**src/rtl/mem_cell_arbiter.sv**
```systemverilog
// -----------------------------------------------------------------------------
// mem_cell_arbiter
//
// Shares a single mem_cell (buffer / FIFO / LIFO storage with one-hot mode and
// chip enable, 2-bit rw) between NREQ requesters. Requesters are granted
// round-robin. Each accepted request is checked against the mem_cell status
// and the currently configured mode. A request for a different mode is only
// honoured when the mem_cell is empty. In that case the mem_cell is flushed
// through its reset while the new mode is presented. Only one transaction is
// in flight at a time.
//
// Ports
//   clk          clock, all state changes on the rising edge
//   reset        asynchronous active-low reset
//   req_valid    per-requester request pending
//   req_rw       per-requester 2-bit op (01 write, 10 read)
//   req_mode     per-requester one-hot mode (001 buffer, 010 FIFO, 100 LIFO)
//   req_din      per-requester write data
//   req_ready    one-cycle accept pulse to the granted requester
//   rsp_valid    one-cycle completion pulse to the owning requester
//   rsp_data     read data, qualified by rsp_valid
//   rsp_err      request rejected, qualified by rsp_valid
//   mem_Din      write data to the mem_cell
//   mem_mode_in  mode to the mem_cell
//   mem_chip_en  chip enable to the mem_cell
//   mem_rw       rw command to the mem_cell
//   mem_reset    active-high reset to the mem_cell
//   mem_Dout     read data from the mem_cell
//   mem_full     full flag from the mem_cell
//   mem_empty    empty flag from the mem_cell
// -----------------------------------------------------------------------------
module mem_cell_arbiter #(
  parameter int NREQ  = 4,
  parameter int WIDTH = 32
) (
  input  logic                    clk,
  input  logic                    reset,
  input  logic [NREQ-1:0]         req_valid,
  input  logic [2*NREQ-1:0]       req_rw,
  input  logic [3*NREQ-1:0]       req_mode,
  input  logic [WIDTH*NREQ-1:0]   req_din,
  output logic [NREQ-1:0]         req_ready,
  output logic [NREQ-1:0]         rsp_valid,
  output logic [WIDTH-1:0]        rsp_data,
  output logic                    rsp_err,
  output logic [WIDTH-1:0]        mem_Din,
  output logic [2:0]              mem_mode_in,
  output logic [2:0]              mem_chip_en,
  output logic [1:0]              mem_rw,
  output logic                    mem_reset,
  input  logic [WIDTH-1:0]        mem_Dout,
  input  logic                    mem_full,
  input  logic                    mem_empty
);

  localparam int IDXW = (NREQ > 1) ? $clog2(NREQ) : 1;

  localparam logic [1:0] RW_WRITE = 2'b01;
  localparam logic [1:0] RW_READ  = 2'b10;

  typedef enum logic [2:0] {
    ST_INIT,
    ST_IDLE,
    ST_CHECK,
    ST_SWITCH,
    ST_EXEC,
    ST_WAIT_RD,
    ST_RESP
  } state_t;

  state_t            state_q,    state_d;
  logic [2:0]        cur_mode_q, cur_mode_d;
  logic [IDXW-1:0]   rr_ptr_q,   rr_ptr_d;
  logic [IDXW-1:0]   idx_q,      idx_d;
  logic [1:0]        rw_q,       rw_d;
  logic [2:0]        mode_q,     mode_d;
  logic [WIDTH-1:0]  din_q,      din_d;
  logic              err_q,      err_d;
  logic [WIDTH-1:0]  rd_data_q,  rd_data_d;

  logic [1:0]        rw_arr   [NREQ];
  logic [2:0]        mode_arr [NREQ];
  logic [WIDTH-1:0]  din_arr  [NREQ];

  logic              grant_found;
  logic [IDXW-1:0]   grant_idx;

  logic              mode_ok;
  logic              rw_ok;

  // Split the flat per-requester buses into arrays so the granted payload can
  // be selected by index.
  for (genvar g = 0; g < NREQ; g++) begin : g_unpack
    assign rw_arr[g]   = req_rw[2*g +: 2];
    assign mode_arr[g] = req_mode[3*g +: 3];
    assign din_arr[g]  = req_din[WIDTH*g +: WIDTH];
  end

  // Round-robin pick: the first pending requester found scanning upward from
  // the one after the last grant, wrapping at NREQ. Scanning NREQ positions
  // ends on rr_ptr itself, so a lone requester can be granted back to back.
  always_comb begin
    int cand;
    grant_found = 1'b0;
    grant_idx   = '0;
    cand        = 0;
    for (int k = 1; k <= NREQ; k++) begin
      cand = int'(rr_ptr_q) + k;
      if (cand >= NREQ) begin
        cand = cand - NREQ;
      end
      if (!grant_found && req_valid[cand[IDXW-1:0]]) begin
        grant_found = 1'b1;
        grant_idx   = cand[IDXW-1:0];
      end
    end
  end

  // Legality of the latched request, independent of the mem_cell status.
  assign mode_ok = (mode_q == 3'b001) || (mode_q == 3'b010) || (mode_q == 3'b100);
  assign rw_ok   = (rw_q == RW_WRITE) || (rw_q == RW_READ);

  // State and transaction registers. Dropping into INIT on reset abandons any
  // in-flight transaction without a response, and rr_ptr restarts at the last
  // requester so requester 0 wins the first arbitration.
  always_ff @(posedge clk or negedge reset) begin
    if (!reset) begin
      state_q    <= ST_INIT;
      cur_mode_q <= 3'b000;
      rr_ptr_q   <= IDXW'(NREQ - 1);
      idx_q      <= '0;
      rw_q       <= 2'b00;
      mode_q     <= 3'b000;
      din_q      <= '0;
      err_q      <= 1'b0;
      rd_data_q  <= '0;
    end else begin
      state_q    <= state_d;
      cur_mode_q <= cur_mode_d;
      rr_ptr_q   <= rr_ptr_d;
      idx_q      <= idx_d;
      rw_q       <= rw_d;
      mode_q     <= mode_d;
      din_q      <= din_d;
      err_q      <= err_d;
      rd_data_q  <= rd_data_d;
    end
  end

  // Next-state and output logic. Outputs are decoded purely from the current
  // state and latched request, so every mem_cell command and response lasts
  // exactly one cycle. The mem_cell status flags only matter in CHECK.
  always_comb begin
    state_d     = state_q;
    cur_mode_d  = cur_mode_q;
    rr_ptr_d    = rr_ptr_q;
    idx_d       = idx_q;
    rw_d        = rw_q;
    mode_d      = mode_q;
    din_d       = din_q;
    err_d       = err_q;
    rd_data_d   = rd_data_q;

    req_ready   = '0;
    rsp_valid   = '0;
    rsp_data    = '0;
    rsp_err     = 1'b0;
    mem_Din     = '0;
    mem_mode_in = cur_mode_q;
    mem_chip_en = 3'b000;
    mem_rw      = 2'b00;
    mem_reset   = ~reset;

    unique case (state_q)
      ST_INIT: begin
        mem_reset = 1'b1;
        state_d   = ST_IDLE;
      end

      ST_IDLE: begin
        if (grant_found) begin
          req_ready = NREQ'(1) << grant_idx;
          idx_d     = grant_idx;
          rr_ptr_d  = grant_idx;
          rw_d      = rw_arr[grant_idx];
          mode_d    = mode_arr[grant_idx];
          din_d     = din_arr[grant_idx];
          err_d     = 1'b0;
          rd_data_d = '0;
          state_d   = ST_CHECK;
        end
      end

      // A malformed request is rejected before anything else. A mode change
      // must not destroy stored data, so it is refused unless the mem_cell is
      // empty. The full/empty checks only apply when staying in the same mode.
      ST_CHECK: begin
        if (!mode_ok || !rw_ok) begin
          err_d   = 1'b1;
          state_d = ST_RESP;
        end else if (mode_q != cur_mode_q) begin
          if (!mem_empty) begin
            err_d   = 1'b1;
            state_d = ST_RESP;
          end else begin
            state_d = ST_SWITCH;
          end
        end else if ((rw_q == RW_WRITE) && mem_full) begin
          err_d   = 1'b1;
          state_d = ST_RESP;
        end else if ((rw_q == RW_READ) && mem_empty) begin
          err_d   = 1'b1;
          state_d = ST_RESP;
        end else begin
          state_d = ST_EXEC;
        end
      end

      // The mem_cell picks up its new mode while held in reset.
      ST_SWITCH: begin
        mem_reset   = 1'b1;
        mem_mode_in = mode_q;
        cur_mode_d  = mode_q;
        state_d     = ST_EXEC;
      end

      ST_EXEC: begin
        mem_chip_en = cur_mode_q;
        mem_rw      = rw_q;
        mem_Din     = din_q;
        state_d     = (rw_q == RW_READ) ? ST_WAIT_RD : ST_RESP;
      end

      // The mem_cell registers its read data on the read edge, so Dout is
      // only valid during the following cycle.
      ST_WAIT_RD: begin
        mem_chip_en = cur_mode_q;
        rd_data_d   = mem_Dout;
        state_d     = ST_RESP;
      end

      ST_RESP: begin
        rsp_valid = NREQ'(1) << idx_q;
        rsp_err   = err_q;
        rsp_data  = rd_data_q;
        state_d   = ST_IDLE;
      end

      default: begin
        state_d = ST_INIT;
      end
    endcase
  end

endmodule

```
**config.mk**
```make
export PLATFORM = sky130hd
export DESIGN_NAME = mem_cell_arbiter
export DESIGN_NICKNAME = d
export VERILOG_FILES = /design/src/rtl/mem_cell_arbiter.sv
export SDC_FILE = /design/constraint.sdc
export NUM_CORES = 1
export LEC_CHECK = 0
export CAP_MARGIN = 5
export CORE_MARGIN = 2
export CORE_UTILIZATION = 40
export DETAILED_ROUTE_END_ITERATION = 10
export PLACE_DENSITY = 0.81
export SYNTH_ARGS = -nofsm -noshare
export SYNTH_HDL_FRONTEND = slang
export SYNTH_SLANG_ARGS = --single-unit
```
**constraint.sdc**
```tcl
create_clock -name clk -period 3.21 [get_ports clk]
set_input_delay 0.4815 -clock clk [delete_from_list [all_inputs] [get_ports clk]]
set_output_delay 0.4815 -clock clk [all_outputs]
set_load 0.005 [all_outputs]
```
# Word-level counts from Yosys, hierarchy flattened
# Index checks and enable logic that the tools add are counted.
# classes
n_addsub,8
n_lt_le_gt_ge,9
eq_ne,15
n_shift,2
mux,56
bitwise_logic,2
reduce_logical,23
# op_table
operator,count
$mux 32,5
$bmux 32 s2,1
$pmux 32 s2,1
$mux 2,14
$mux 3,8
$pmux 3 s6,1
$mux 1,16
$eq 3x3->1 const B,4
$ge 3x3->1 const B,4
$lt 2x3->1 const B,4
$mux 4,3
$eq 3x2->1 const B,3
$bmux 1 s2,4
$shl 1x2->4 const A,2
$sub 2x1->2 const B,4
$add 2x2->3 const B,2
$bmux 3 s2,1
$eq 3x1->1 const B,2
$reduce_or 2->1,3
$logic_and 1x1->1,5
$logic_not 1->1,5
$ne 5x5->1 const B,1
$add 2x3->4 const B,1
$bmux 2 s2,1
other kinds (15),20
# word_totals
regBits,80
input_bits,188
word_cells,124

# Longest topological paths before layout
# logic_depth
ltp_word,19
mapped_depth,9
depth_no_buf,5

# Least setup slack after synthesis
# Ideal clock, no wire load.
# synth_path
path_kind,input port to output port
startpoint,input req_valid[1]
endpoint,output req_ready[3]
t_arrival_ns,1.806
setup_slack_ns,0.923
path_stages,6
n_path_buf,2
path_cell_list,or4_1 > clkbuf_1 > nand2_1 > nor2_1 > clkbuf_1 > and2_1
# synth_via
elab_chain_len,15
word_cells_on_any_way,25
# synth_lines
item,line_no,source
from (decl),38,"input logic [NREQ-1:0] req_valid,"
$bmux 1 s2,112,if (!grant_found && req_valid[cand[IDXW-1:0]]) begin
$mux 1 (implied by the code),112,
$mux 1,112,
$logic_not 1->1,112,
$logic_and 1x1->1,112,
$mux 1,112,
$logic_not 1->1,112,
$logic_and 1x1->1,112,
$mux 1,112,
$logic_not 1->1,112,
$logic_and 1x1->1,112,
$mux 2,112,
$shl 1x2->4,182,req_ready = NREQ'(1) << grant_idx;
$mux 4 (*),181,if (grant_found) begin
$mux 4 (*),174,unique case (state_q)
to (decl),42,"output logic [NREQ-1:0] req_ready,"
# Mark *: on every way between the ends. The rest lies on a longest branch, timed or not. The select of a mux whose other input is x is not followed.

# Worst setup path after layout
# layout_path
startpoint,input req_valid[0]
endpoint,output req_ready[3]
# The elaborated chain is that of the path after synthesis.

==> impl_metrics.tcl <==
set metrics [dict create \
    status "finished clean" \
    register_to_register_setup_slack_ns 0.81 \
    numPortBuffers 269 \
    antennaDiodeCount 0 \
    detailedPlacementHpwl_um 12800 \
    flow.area_growth_from_synthesis_pct 62.4 \
    route.detailed.drc 0 \
    finalSetupViolations 0 \
    post_synth_xor_area_fraction 0.00857 \
    final.setup.tns_ns 0 \
    via_count 4923 \
    report.final.slew_viol_count 0 \
    tightestPinTransition_ns 1.17 \
    postSynthCellCount 493 \
    yosysSeqAreaShare 0.392 \
    die_area_um2 13700 \
    synth_adder_area_share 0.00490 \
    grt_start_max_net_pins 81 \
    main_combinational_cell_family_by_area_after_synthesis "simple AND/OR/NAND/NOR gates" \
    cts_hold_buffers 0 \
    core_area_um2 12500 \
    seq_area_um2 2000 \
    timing.final.crit_share 0.939 \
    multi_input_comb_area_um2 2900 \
    top_level_ports 270 \
    grt_pass1_wl_um 25600 \
    fill_cells 1017 \
    grt_antenna_before_repair 0 \
    first_global_vias 4884 \
    globalplace.congestion 0.872 \
    drv.max_cap_violation_count 0 \
    number_of_buffers_on_the_longest_clock_path 2 \
    htree_levels 3 \
    drive_above_1_share 0.140 \
    critical_path.max_stage_delay_ns 0.69 \
    worstPathMaxFanout 6 \
    cts_repair_resize_count 0 \
    critPathSlowestCell "or4_1" \
    grt_remaining_overflow 0 \
    post_synth_edffs 0 \
    synth_cell_type_count 40 \
    finalHoldViolCount 0 \
    vdd.ir_drop.worst_mv 0.372 \
    initial_core_util 0.408 \
    yosys.area_share.simple 0.233 \
    fp-row-count 41 \
    ys_dominant_reg_cell "dfrtp_1" \
    hp-class "input pin to asynchronous set/reset pin" \
    setup_skew_after_layout_ns 0.00588 \
    post_synthesis_compound_gate_area_fraction 0.150 \
    synthesis.area_per_instance_um2 10.4 \
    cp.required_ns 2.73 \
    avgViaCountPerCell 5.38 \
    worst-endpoint-arrival_ns 2.53 \
    synth-warning-count 0 \
    number_of_post_cts_setup_repair_buffers 0 \
    max_slew_margin 0.221 \
    synth.cell_area_um2 5110 \
    post_synth_mux_area_share 0.163 \
    postSynth.asyncResetShare 1.00 \
    place_inst 899 \
    critPathMostFrequentCell "clkdlybuf4s50_1" \
    clk_transition_reported_paths_ns 0.06 \
    tritoncts "built" \
    start_kind "input pin" \
    drt_pre_antenna_iters 6 \
    power.density_cell_area_nw_per_um2 699 \
    clock_tree.root_cell "clkbuf_16" \
    syn-num-nets 683 \
    finalCriticalPeriod_ns 3.01 \
    detailed_route_wl_um 17200 \
    postSynthRegisterBits 80 \
    fmaxAchievable_mhz 332 \
    critical_path_class "input pin to output pin" \
    avgRoutedWirePerCell_um 18.8 \
    power.leakage_uw 0.00335 \
    grt_setup_unrepaired "no" \
    final_cell_count_no_fill 915 \
    worst_skew_pair.late_latency_ns 0.33 \
    crit_chain "clkdlybuf4s50_1 > or4_1 > nand2_2 > nor2_1 > and2_1 > clkdlybuf4s50_1" \
    die_width_um 117 \
    groute.usage.overall 0.245 \
    finalNetCount 928 \
    drtIter0Drc 213 \
    cts_made_buffers 9 \
    critPathCaptureType "output pin" \
    cts_sinks 80 \
    die_h_um 117 \
    ant_nets 0 \
]
-- flip-flops by register name, indices dropped and copies added (netlist names) --
signal      count
mode_q          3
rw_q            2
cur_mode_q      3
idx_q           2
state_q         3
err_q           1
rd_data_q      32
rr_ptr_q        2
din_q          32
-- area by class of cell --
class                           count  area share
Inverter                            2    0.000905
Multi-Input combinational cell    361       0.349
Tap cell                          172      0.0259
Timing Repair Buffer              284       0.341
Sequential cell                    80       0.242
Clock inverter                      7      0.0143
Clock buffer                        9      0.0271
-- where the power goes --
part,internal [uW],total (uW),leakage [uW],switching (uW)
clock network,761,1190,0.000162,429
registers,1440,1760,0.00101,314
logic,1510,2850,0.00217,1340
total,3710,5800,0.00335,2080
-- through the flow --
step	hold WS [ns]	setup slack [ns]	total power [uW]	area, um^2	utilization
finish	0.426	0.196	5800	8300	0.663
global route	0.513	0.102	6150	8300	0.663
CTS	0.467	0.175	5830	8300	0.663
detailed placement	0.483	0.190	4620	7950	0.635
global placement	0.470	0.217	4520	7950	0.635
floorplan	0.186	0.923	3500	5110	-
-- per-layer routing --
layer / routed length (um) / up-vias / global-route usage
met5: 0 / - / 0
met4: 637 / 0 / 0.121
met3: 1420 / 38 / 0.0602
met2: 8540 / 238 / 0.420
met1: 6580 / 2338 / 0.286
li1: - / 2309 / -
-- Yosys cell counts, types with 2 or more instances --
| library cell | instances | share of area |
|---|---|---|
| a22oi_1 | 2 | 0.0029 |
| nor3b_1 | 2 | 0.0029 |
| nor2b_1 | 4 | 0.0049 |
| mux2_1 | 6 | 0.013 |
| mux2_2 | 34 | 0.075 |
| ha_1 | 2 | 0.0049 |
| clkbuf_1 | 35 | 0.026 |
| nor2_1 | 12 | 0.0088 |
| buf_6 | 5 | 0.011 |
| inv_1 | 2 | 0.0015 |
| nand3_2 | 27 | 0.053 |
| dfrtp_1 | 78 | 0.38 |
| and2_1 | 72 | 0.088 |
| dfstp_2 | 2 | 0.010 |
| o21ai_0 | 6 | 0.0059 |
| a21oi_1 | 2 | 0.0020 |
| nand2b_1 | 6 | 0.0074 |
| a22o_1 | 32 | 0.055 |
| a221o_1 | 37 | 0.073 |
| nand2_1 | 8 | 0.0059 |
| buf_2 | 8 | 0.0078 |
| nor3_1 | 4 | 0.0039 |
| xor2_1 | 5 | 0.0086 |
| mux2i_1 | 38 | 0.074 |
| nand3_1 | 47 | 0.046 |
| and3b_1 | 3 | 0.0051 |
-- path summary, 6_finish.rpt --
path | endpoint | cells past startpoint | from
hold reg to reg | rd_data_q[17] | 1 | rd_data_q[17]
min in group clk | rd_data_q[17] | 1 | rd_data_q[17]
hold / removal | rd_data_q[3] | 2 | reset
max in group asynchronous | din_q[0] | 2 | reset
setup reg to reg | din_q[23] | 6 | rr_ptr_q[1]
setup / recovery | req_ready[3] | 6 | req_valid[0]
-- logic make-up (layout without fill, tap and decap cells) --
group | Yosys count | count (layout)
buffers and inverters | 52 | 302
xor gates and xnor gates | 5 | 5
DFF | 80 | 80
adders and majority gates | 2 | 2
muxes | 78 | 78
AOI/OAI and AO/OA | 86 | 86
and+or+nand+nor | 190 | 190
-- worst max-delay path, delay by kind of cell --
family                 cells  cell delay (ns)
buffers and inverters      2             0.91
AND/OR/NAND/NOR            4             1.13
-- layout by cell type, fill, tap and decap left out, drive strengths merged --
master | synthesis | layout
a21oi | 2 | 2
a221o | 37 | 37
a221oi | 1 | 1
a22o | 32 | 32
a22oi | 2 | 2
a311o | 1 | 1
and2 | 72 | 72
and3 | 1 | 1
and3b | 3 | 3
buf | 15 | 16
bufinv | 0 | 3
clkbuf | 35 | 9
clkdlybuf4s50 | 0 | 268
clkinv | 0 | 1
clkinvlp | 0 | 2
dfrtp | 78 | 78
dfstp | 2 | 2
ha | 2 | 2
inv | 2 | 3
mux2 | 40 | 40
mux2i | 38 | 38
nand2 | 8 | 8
nand2b | 6 | 6
nand3 | 74 | 74
nand3b | 1 | 1
nor2 | 12 | 12
nor2b | 4 | 4
nor3 | 4 | 4
nor3b | 2 | 2
nor4 | 1 | 1
o21ai | 7 | 7
o21bai | 1 | 1
o221ai | 1 | 1
o31a | 1 | 1
o31ai | 1 | 1
or2 | 1 | 1
or4 | 1 | 1
xor2 | 5 | 5
(Power assumes the default switching activity.)
==> RTL edit 1 (config.mk and constraints unchanged) <==
The parameter `WIDTH` goes from 32 to 16.
--- a/src/rtl/mem_cell_arbiter.sv
+++ b/src/rtl/mem_cell_arbiter.sv
@@ -31,7 +31,7 @@
 // -----------------------------------------------------------------------------
 module mem_cell_arbiter #(
   parameter int NREQ  = 4,
-  parameter int WIDTH = 32
+  parameter int WIDTH = 16
 ) (
   input  logic                    clk,
   input  logic                    reset,
Interface: changed (resized mem_Din, mem_Dout, req_din and rsp_data); port bits go from 270 to 158. The function was not compared with the original's and may differ.
==> RTL edit 1 against the unedited design <==
Wire length shrank 44%. Power shrank 40%. Synthesized area shrank 39%. Clock power shrank 62%. Sequential cell count shrank 32. Maximum frequency shrank 1.4%. Count of clock-buffer cells in the layout shrank 4. Core utilization shrank 1.2 points. Sequential power shrank 39%. Cell count shrank 35%. Setup slack lost 0.042 ns. First-iteration DRC count shrank 45%. Cell area shrank 40%. Critical path type unchanged.
==> RTL edit 1: results (changes against the unedited design) <==
* Outcome: complete, no violations
* Slowest CP cell: clkdlybuf4s50_1
* Clock insertion delay at the later pin of the skew report at 0.30 ns (-0.03 ns)
* Fraction of layout cells with a size suffix above 1 at 11.2% (-2.8 points)
* Clk root buf: clkbuf_8
* # fillers at 629 (-38%)
* Dominant cells by area after synthesis: dfrtp_1 37%, mux2i_1 7.1%, and2_1 6.1%
* Port Buffers at 157 (-42%)
* Post-Place Cells at 585 (-35%)
* CP top delay family: buffers and inverters
* Avg Synthesized Cell Area at 9.32 µm² (-10%)
* DRT Wirelength at 9590 µm (-44%)
* H-tree levels at 2 (-1)
* Post-synthesis compound-gate area fraction at 23.6% (+8.6 points)
* First-pass GRT wire length at 15400 µm (-40%)
* Leakage Power at 0.00212 µW (-37%)
* Worst IR Drop VDD at 0.317 mV (-15%)
* WP data arrival at 2.57 ns (+0.04 ns)
* Routability congestion estimate at 0.821 (-5.9%)
* DRT iter0 DRCs at 118 (-45%)
* Final HPWL DP at 7290 µm (-43%)
* Largest net degree at the start of global routing at 49 (-40%)
* Biggest registers after layout: din_q: 16 flops, rd_data_q: 16 flops
* Layout Cells excl Fill at 595 (-35%)
* DR WL met3 at 766 µm (-46%)
* CTS buffer count at 5 (-4)
* Xor and xnor area share after synthesis at 1.13% (+0.27 points)
* Syn nets at 442 (-35%)
* Slew Limit Headroom at 59.3% (+37 points)
* Yosys cell types at 45 (+13%)
* Async SR Flop Fraction at 100% (unchanged)
* Worst slack, placed at -0.167 ns (-0.357 ns)
* Slowest stage delay, CP at 0.60 ns (-0.09 ns)
RTL edit 1: cell types whose count changed after synthesis, sizes merged, moves of 30 or more:
cell    unedited run  this run
mux2              40         3
dfrtp             78        46
a211oi             0        30
nand3             74         2
a221o             37         0
and2              72        32
RTL edit 1: worst reg2reg max path, cell delays in order, from the launching register on:
cell and delay [ns]:
dfstp_2 0.63, mux2i_1 0.12, o22ai_1 0.21, a21o_1 0.15
buf_4 0.44, mux2i_1 0.36, a211oi_2 0.11
RTL edit 1: metrics by stage:
stage	total power, µW	setup TNS [ns]
final	3500	0
after global routing	3760	0
after detailed placement	3030	-0.167
after floorplan	2260	0
after CTS	3510	0
after global placement	2970	-0.102
RTL edit 1: path summary, 6_finish.rpt:
kind,slack [ns],depth (start not counted),from,end
worst min-delay path,0.29,2,reset,rd_data_q[4]$_DFFE_PN0P_
worst min register to register,0.51,1,rd_data_q[7]$_DFFE_PN0P_,rd_data_q[7]$_DFFE_PN0P_
worst max register to register,1.08,6,rr_ptr_q[1]$_DFFE_PN1P_,mode_q[1]$_DFFE_PN0P_
min in group clk,0.51,1,rd_data_q[7]$_DFFE_PN0P_,rd_data_q[7]$_DFFE_PN0P_
max in group asynchronous,2.50,2,reset,cur_mode_q[2]$_DFF_PN0_
worst max-delay path,0.15,7,req_valid[3],req_ready[3]
RTL edit 1: logic make-up after synthesis:
logic type      Yosys count
xor+xnor                  4
flops                    48
mux                      25
fa+ha+maj                 2
buf+inv                  43
compound gates           94
simple gates            116
RTL edit 1: timing repair:
item,in CTS,in global routing
resized for setup,3,1
pin swaps,0,1
setup buffers,0,2
endpoints found under the setup margin,1,2
RTL edit 1: final cells by class:
| cell class | instances | area [µm²] | share of cell area (%) |
|---|---|---|---|
| flip-flops and latches | 48 | 1200 | 24.3 |
| clock buffers | 5 | 68.8 | 1.39 |
| well taps | 102 | 128 | 2.58 |
| repair buffers | 180 | 1750 | 35.3 |
| inverters | 16 | 60.1 | 1.21 |
| clock inverters | 3 | 46.3 | 0.935 |
| multi-input cells | 241 | 1700 | 34.3 |
RTL edit 1: routing by layer:
layer	track usage, %	vias up
met5	0	-
met4	6.59	0
met3	6.24	14
met2	42.9	149
met1	25.4	1504
li1	-	1519
RTL edit 1: report_power, final:
part / total, µW / leakage (µW) / switching (µW) / internal (µW)
clock network: 454 / 0.0000548 / 219 / 235
logic: 1980 / 0.00148 / 965 / 1010
registers: 1070 / 0.000584 / 181 / 886
total: 3500 / 0.00212 / 1370 / 2130
==> RTL edit 2 (same flow settings) <==
Without the edit above. Re-encode `state_t` (7 states) as one-hot, 7 bits wide.
--- a/src/rtl/mem_cell_arbiter.sv
+++ b/src/rtl/mem_cell_arbiter.sv
@@ -58,14 +58,14 @@
   localparam logic [1:0] RW_WRITE = 2'b01;
   localparam logic [1:0] RW_READ  = 2'b10;
 
-  typedef enum logic [2:0] {
-    ST_INIT,
-    ST_IDLE,
-    ST_CHECK,
-    ST_SWITCH,
-    ST_EXEC,
-    ST_WAIT_RD,
-    ST_RESP
+  typedef enum logic [6:0] {
+    ST_INIT    = 7'b0000001,
+    ST_IDLE    = 7'b0000010,
+    ST_CHECK   = 7'b0000100,
+    ST_SWITCH  = 7'b0001000,
+    ST_EXEC    = 7'b0010000,
+    ST_WAIT_RD = 7'b0100000,
+    ST_RESP    = 7'b1000000
   } state_t;
 
   state_t            state_q,    state_d;
Function: same outputs for any inputs over 4 cycles, from zero or initial values and one cycle with reset low; so few cycles prove little.
==> RTL edit 2 against the unedited design <==
Wire length down 3.6%. Combinational power down 30%. Synthesized area down 0.44%. Setup slack worse by 0.12 ns. Power down 18%. Cell area up 0.71%. Worst hold slack worse by 0.18 ns. Sequential cell count up 4. First-iteration DRC count up 69%. Register-to-register slack about the same.
==> RTL edit 2: results (changes against the unedited design) <==
* Outcome: complete, no violations
* First-pass GRT wire length at 24900 µm (-2.8%)
* Routed wire per std cell at 17.8 µm (-4.9%)
* Dominant cells by area after synthesis: dfrtp_1 40%, mux2i_1 9.4%, and2_1 8.5%
* Slew Limit Headroom at 55.4% (+33 points)
* Layout Cells excl Fill at 928 (+1.4%)
* Routability congestion estimate at 0.829 (-4.9%)
* Nets at 941 (+1.4%)
* EDFF count, synth at 0 (unchanged)
* Biggest registers after layout: din_q: 32 flops, rd_data_q: 32 flops, state_q: 7 flops
* Worst-path fanout max at 5 (-1)
* Most common library cells after synthesis: 81 x dfrtp_1, 69 x and2_1, 48 x mux2i_1
* Period utilization at 97.5% (+3.6 points)
* Initial antenna violation count at 0 (unchanged)
* Slowest stage delay, CP at 0.61 ns (-0.08 ns)
* Reg-to-Reg End: din_q[21]$_DFFE_PN0P_
* Largest net degree at the start of global routing at 62 (-23%)
* Sequential area share after synthesis at 41.4% (+2.2 points)
* # fillers at 1015 (-0.20%)
* Placed Area at 0.00793 mm² (-0.31%)
* Longest Clk Path Bufs at 2 (unchanged)
* Leakage Power at 0.00356 µW (+6.4%)
* Met3 usage at 5.03% (-0.99 points)
* Clock transition at the registers of the reported paths at 0.06 ns (about the same)
* Syn. warnings at 0 (unchanged)
* Slowest CP cell: or4_4
* Final HPWL DP at 12600 µm (-1.9%)
* Clk root buf: clkbuf_16
* Critical Path End: mem_mode_in[1]
* DR pass1 iterations at 5 (-1)
* CP top delay family: simple AND/OR/NAND/NOR gates
* Vias in the first global route at 4951 (+1.4%)
* Post-Place Cells at 906 (+0.78%)
* Syn nets at 676 (-1.0%)
* Total GRT Usage at 23.5% (-0.94 points)
* Worst slack, placed at 0.135 ns (-0.0549 ns)
* DRT iter0 DRCs at 360 (+69%)
* Reg-to-reg setup timing slack at 0.81 ns (about the same)
* Clock insertion delay at the later pin of the skew report at 0.33 ns (about the same)
* Avg Synthesized Cell Area at 10.5 µm² (+0.99%)
* Fraction of layout cells with a size suffix above 1 at 12.3% (-1.7 points)
* GR Layer Usage met2 at 41.2% (-0.81 points)
* DR vias at 4923 (unchanged)
* Yosys cell types at 53 (+33%)
* GRT met1 Usage at 28.6% (about the same)
* Clock Skews at 0.00404 ns (-0.00184 ns)
* ANT cells at 0 (unchanged)
* Critical Path Source: state_q[2]$_DFFE_PN0P_
* Worst IR Drop VDD at 0.527 mV (+42%)
* WP data arrival at 2.65 ns (+0.12 ns)
-- RTL edit 2: through the flow --
stage,utilization [%],total power (µW),hold slack [ns]
2_1_floorplan,-,2930,0.186
5_1_grt,66.7,5030,0.301
3_5_place_dp,63.3,3560,0.463
3_3_place_gp,63.3,3490,0.459
6_report,66.7,4730,0.249
4_1_cts,66.3,4740,0.262
-- RTL edit 2: worst min path at each step --
stage                    startpoint                         to  slack (ns)  depth (start not counted)
2_1_floorplan                 reset    cur_mode_q[0]$_DFF_PN0_        0.19                          0
3_3_place_gp      err_q$_DFFE_PN0P_          err_q$_DFFE_PN0P_        0.46                          1
3_5_place_dp   din_q[6]$_DFFE_PN0P_       din_q[6]$_DFFE_PN0P_        0.46                          2
4_1_cts                       reset  rd_data_q[31]$_DFFE_PN0P_        0.26                          2
5_1_grt                       reset  rd_data_q[31]$_DFFE_PN0P_        0.30                          2
6_report                      reset  rd_data_q[23]$_DFFE_PN0P_        0.25                          2
-- RTL edit 2: report_power, final --
part	leakage, µW	internal [µW]	switching, µW	total, µW
combinational	0.00231	1000	999	2000
clock	0.000156	706	420	1130
sequential	0.00109	1360	235	1600
total	0.00356	3070	1650	4730
-- RTL edit 2: kinds of logic after synthesis --
group	after synthesis	share of synthesized area (%)
AND/OR/NAND/NOR	160	18.3
XOR/XNOR	7	1.21
multiplexers	63	12.8
adder cells (fa/ha/maj)	2	0.492
buffers and inverters	47	5.04
flip-flops	84	41.4
AO/OA/AOI/OAI	123	20.8
-- RTL edit 2: layer usage --
metal | share of wire, % | wire, µm
met5 | 0 | 0
met4 | 0.92 | 152
met3 | 8.1 | 1350
met2 | 51 | 8440
met1 | 40 | 6620
-- RTL edit 2: area by class of cell --
cell class | count | area share [%]
sequential | 84 | 25.2
timing repair buffer | 294 | 34.9
multi-input combinational | 355 | 33.0
inverter | 7 | 0.374
clock inverter | 5 | 1.02
clock buffer | 11 | 2.91
tap | 172 | 2.58
-- RTL edit 2: what timing repair did --
item,4_1_cts,5_1_grt
pin swaps,1,1
buffers inserted,2,1
setup endpoints to repair,57,36
resized for setup,7,6
gates cloned,1,0
